$ cat src/rtl/sha1_pkg.sv
// Shared constants and state encoding for the SHA-1 block sequencer.
package sha1_pkg;

   typedef enum logic [2:0] {
      ST_DATA   = 3'd0,
      ST_PAD80  = 3'd1,
      ST_ZERO   = 3'd2,
      ST_LEN_HI = 3'd3,
      ST_LEN_LO = 3'd4
   } sha1_state_e;

   localparam logic [31:0] SHA1_PAD_WORD  = 32'h8000_0000;
   localparam int          SHA1_BLK_WORDS = 16;
   localparam int          SHA1_LEN_IDX   = 14;

endpackage

$ cat src/rtl/sha1_block_sequencer.sv
// Drains a FIFO message stream into the SHA-1 core and appends the standard
// padding (0x80000000, zero fill, 64-bit big-endian bit length).
module sha1_block_sequencer
   import sha1_pkg::*;
#(
   parameter int CNT_W     = 32,
   parameter int PRE_WORDS = 0
) (
   input  logic        i_clk,
   input  logic        i_rst_n,
   input  logic        s_tvalid,
   input  logic [31:0] s_tdata,
   input  logic        s_tlast,
   output logic        s_tready,
   output logic        o_tvalid,
   output logic [31:0] o_tdata,
   input  logic        i_tready,
   output logic [3:0]  o_word_idx,
   output logic        o_blk_end,
   output logic        o_tlast,
   output logic        o_busy
);

   // Six extra bits hold the *32 scaling plus the PRE_WORDS carry without loss.
   localparam int LEN_W = CNT_W + 6;

   sha1_state_e      state_r;
   sha1_state_e      state_nxt_s;
   logic [3:0]       word_idx_r;
   logic [3:0]       word_idx_nxt_s;
   logic [3:0]       idx_inc_s;
   logic [CNT_W-1:0] wcnt_r;
   logic [CNT_W-1:0] wcnt_nxt_s;
   logic [LEN_W-1:0] len_words_s;
   logic [63:0]      bitlen_s;
   logic             out_hs_s;

   assign len_words_s = LEN_W'(wcnt_r) + LEN_W'(PRE_WORDS);
   assign bitlen_s    = 64'(len_words_s) << 5;
   assign idx_inc_s   = word_idx_r + 4'd1;

   assign o_tvalid   = (state_r == ST_DATA) ? s_tvalid : 1'b1;
   assign out_hs_s   = o_tvalid & i_tready;
   assign o_word_idx = word_idx_r;
   assign o_blk_end  = o_tvalid && (word_idx_r == 4'(SHA1_BLK_WORDS - 1));
   assign o_busy     = (state_r != ST_DATA) || (wcnt_r != '0);

   // Next-state, counter updates and output word mux.
   always_comb begin
      state_nxt_s    = state_r;
      word_idx_nxt_s = word_idx_r;
      wcnt_nxt_s     = wcnt_r;
      s_tready       = 1'b0;
      o_tdata        = 32'h0000_0000;
      o_tlast        = 1'b0;
      case (state_r)
         ST_DATA: begin
            s_tready = i_tready;
            o_tdata  = s_tdata;
            if (out_hs_s) begin
               word_idx_nxt_s = idx_inc_s;
               wcnt_nxt_s     = wcnt_r + CNT_W'(1);
               if (s_tlast) begin
                  state_nxt_s = ST_PAD80;
               end else begin
                  state_nxt_s = ST_DATA;
               end
            end else begin
               word_idx_nxt_s = word_idx_r;
            end
         end
         ST_PAD80: begin
            o_tdata = SHA1_PAD_WORD;
            if (out_hs_s) begin
               word_idx_nxt_s = idx_inc_s;
               if (idx_inc_s == 4'(SHA1_LEN_IDX)) begin
                  state_nxt_s = ST_LEN_HI;
               end else begin
                  state_nxt_s = ST_ZERO;
               end
            end else begin
               word_idx_nxt_s = word_idx_r;
            end
         end
         ST_ZERO: begin
            if (out_hs_s) begin
               word_idx_nxt_s = idx_inc_s;
               if (word_idx_r == 4'(SHA1_LEN_IDX - 1)) begin
                  state_nxt_s = ST_LEN_HI;
               end else begin
                  state_nxt_s = ST_ZERO;
               end
            end else begin
               word_idx_nxt_s = word_idx_r;
            end
         end
         ST_LEN_HI: begin
            o_tdata = bitlen_s[63:32];
            if (out_hs_s) begin
               word_idx_nxt_s = idx_inc_s;
               state_nxt_s    = ST_LEN_LO;
            end else begin
               word_idx_nxt_s = word_idx_r;
            end
         end
         ST_LEN_LO: begin
            o_tdata = bitlen_s[31:0];
            o_tlast = 1'b1;
            if (out_hs_s) begin
               word_idx_nxt_s = 4'd0;
               wcnt_nxt_s     = '0;
               state_nxt_s    = ST_DATA;
            end else begin
               word_idx_nxt_s = word_idx_r;
            end
         end
         default: begin
            state_nxt_s    = ST_DATA;
            word_idx_nxt_s = 4'd0;
            wcnt_nxt_s     = '0;
         end
      endcase
   end

   // State and counter registers.
   always_ff @(posedge i_clk or negedge i_rst_n) begin
      if (!i_rst_n) begin
         state_r    <= ST_DATA;
         word_idx_r <= 4'd0;
         wcnt_r     <= '0;
      end else begin
         state_r    <= state_nxt_s;
         word_idx_r <= word_idx_nxt_s;
         wcnt_r     <= wcnt_nxt_s;
      end
   end

endmodule
$ cat config.mk
export PLATFORM = sky130hd
export DESIGN_NAME = sha1_block_sequencer
export DESIGN_NICKNAME = d
export VERILOG_FILES = /design/src/rtl/sha1_pkg.sv /design/src/rtl/sha1_block_sequencer.sv
export SDC_FILE = /design/constraint.sdc
export NUM_CORES = 1
export LEC_CHECK = 0
export CAP_MARGIN = 20
export CORE_UTILIZATION = 35
export DETAILED_ROUTE_END_ITERATION = 7
export DONT_BUFFER_PORTS = 1
export PLACE_DENSITY = 0.48
export SLEW_MARGIN = 15
export SYNTH_ARGS = -nofsm -noshare
export SYNTH_HDL_FRONTEND = slang
export SYNTH_SLANG_ARGS = --single-unit
$ cat constraint.sdc
create_clock -name i_clk -period 2.4 [get_ports i_clk]
set_input_delay 0.24 -clock i_clk [delete_from_list [all_inputs] [get_ports i_clk]]
set_output_delay 0.24 -clock i_clk [all_outputs]
set_load 0.05 [all_outputs]
==> summary.txt <==
Status - complete, no violations
Reg2reg setup slack - 0.39 ns
CTS tree - built
Num CTS Buffers - 5
Syn nets - 403
Post-Layout Inst Area - 0.003532 mm²
Worst R2R Path Depth - 5
Avg Cell Area, Syn - 8.247 µm²
Gate Count Post-Synth - 362
RSZ-0062 raised after global routing - false
Clock skew - 0.004165 ns
Post-Syn Area - 0.002985 mm²
DRT Pass-1 Iters - 4
Die W - 94.36 µm
Final Slew Violations - 0
Rows - 33
RePlAce Congestion - 0.8947
DRC - 0
Peak supply drop - 388.1 µV
Measured slew at the worst slew-check pin - 0.7301 ns
Remaining Overflow, GRT - 0
Clock Sinks - 39
Clock-pin slew on the worst setup and hold paths - 0.08 ns
Largest net degree at the start of global routing - 40
Slew HR - 50.91%
Die Ht - 94.36 µm
Fin crit share - 91.89%
Pwr/cell area - 1249 mW/mm²
Vias in the first global route - 2649
Antenna violations before repair - 0
Worst EP required - 2.16 ns
Starting density of the core - 36.33%
RR Startpoint - wcnt_r[1]
Fin. Hold Viols - 0
Worst min-delay path startpoint - i_tready
Dpl cell area - 0.003402 mm²
Top-area cell type share of the netlist area - 32.69%
IO Port Bufs - 0
Clk Latency, worst-skew pair - 0.30 ns
Number of flops mapped to enable cells by yosys - 0
Worst Hold Path EP - state_r[0]
Sequential-to-total area share from yosys stat - 32.69%
Critical Path AT - 1.97 ns
Vias per cell - 5.810
Tmin final - 2.205 ns
Ports - 78
Crit-path max FO - 7
Iteration-0 DRC Markers - 204
#FFs+latches synth - 39
WL final - 9256 µm
CTS max path bufs - 2
H-tree Lvls - 2
Syn-to-layout area delta - 18.32%
Leak - 1.452 nW
Nets - 436
Async S/R FF share, synth - 100.0%
Synth warn - 0
Max Fclk - 453.5 MHz
Core area - 0.008217 mm²
Hold path cells - 1
CP Class - flop to primary output
CP Launch Type - flop
Dpl hpwl - 6754 µm
Final setup vio count - 0
# fillers - 825
Max-cap violation count - 0
Reg2reg end - wcnt_r[24]
HP Class - input port to flop
Area leader, netlist - dfrtp_1
Die area - 0.008903 mm²
Drt wl/cell - 18.48 µm
Share of layout cells above drive strength 1 - 17.17%
Setup TNS - 0 ns
Type of element capturing the critical path - primary output
ANT cells - 0
Global-route wire length before repair - 14480 µm
Most frequent cell after synthesis - nor2_1
Count of cell types in the netlist - 52
Top cells by count, synth - nor2_1, dfrtp_1, mux2i_1, nand2_1, nand4_1
Via count - 2911
Root buf cell - clkbuf_8
Top_reg_cell synth - dfrtp_1
Total global-route track usage - 21.45%
Top cells by area, synth - dfrtp_1, mux2i_1, nor2_1
Antenna-violating nets left - 0
## critical path, cell delays in order, from the launching register on
cell	delay (ns)
dfrtp_1	0.46
inv_1	0.12
ha_1	0.18
nor4b_1	0.28
nand4_1	0.14
nor2_1	0.12
nand4_1	0.13
buf_4	0.23
## worst max-delay path by stage
stage                     startpoint           to  slack (ns)  cells past startpoint
after global routing       wcnt_r[0]       o_busy        0.10                      7
after detailed placement   wcnt_r[1]   wcnt_r[24]        0.43                      5
after CTS                  wcnt_r[0]       o_busy        0.17                      7
after floorplan           state_r[1]  o_tdata[11]        0.14                      6
final                      wcnt_r[0]       o_busy        0.19                      7
after global placement     wcnt_r[1]   wcnt_r[24]        0.43                      5
## timing repair
action                    CTS  global route
hold endpoints to repair   39             0
hold buffers                2             0
resized for setup           0             0
buffers inserted            0             0
## flip-flops by register name, summed over array words and instances, names as in the netlist
register,cells
o_word_idx,4
state_r,3
wcnt_r,32
## area by class of cell
type                       instances  area, µm²  share of cell area (%)
tap                              105      131.4                   3.719
multi-input combinational        285       1853                   52.46
timing repair buffer              54      432.9                   12.26
clock buffer                       8      100.1                   2.834
inverter                          10      37.54                   1.063
sequential                        39      977.2                   27.67
## cells in the final DEF, fill, tap and decap left out, drive strengths merged, types with 4 or more instances in the layout
master   n
a22oi    5
clkbuf   8
o21ai   10
nor3     4
or3      4
buf     53
nor2    53
dfrtp   39
a41o     4
ha       4
and4     6
nor4    14
a31oi    5
o41ai    5
inv     10
xor2     4
mux2i   31
nand2   28
nand4   16
or4      9
a21oi   15
nand3   11
o311ai   6
o31ai   12
nand2b   9
## report_power, final
| part | switching [mW] | internal (mW) | leakage (nW) |
|---|---|---|---|
| Sequential | 0.377 | 0.832 | 0.520 |
| Combinational | 1.80 | 0.890 | 0.881 |
| Clock | 0.247 | 0.263 | 0.0515 |
## cell families after synthesis
logic type / count (synthesis) / synth area share [%]
AOI/OAI and AO/OA: 76 / 18.06
xor gates and xnor gates: 7 / 2.054
adders and majority gates: 4 / 1.677
buffers and inverters: 38 / 5.574
DFF: 39 / 32.69
muxes: 31 / 10.39
and+or+nand+nor: 167 / 29.55
## per-layer routing
metal	share of wire, %	track usage, %
met1	46	30.61
met2	46	32.13
met5	0	0
met4	2.0	7.308
met3	5.8	4.187
## through the flow
| stage | power (mW) | util [%] | setup WS, ns | hold slack, ns | cells |
|---|---|---|---|---|---|
| 6_report | 4.412 | 42.99 | 0.1947 | 0.04532 | 501 |
| 5_1_grt | 4.705 | 42.99 | 0.1013 | 0.05311 | 501 |
| 4_1_cts | 4.441 | 42.99 | 0.1726 | 0.03827 | 501 |
| 3_5_place_dp | 3.910 | 41.40 | 0.4266 | -0.05467 | 491 |
| 3_3_place_gp | 3.887 | 41.40 | 0.4306 | -0.05457 | 491 |
| 2_1_floorplan | 3.120 | - | 0.1367 | -0.05559 | 362 |
Power figures use the tool's default switching activity.
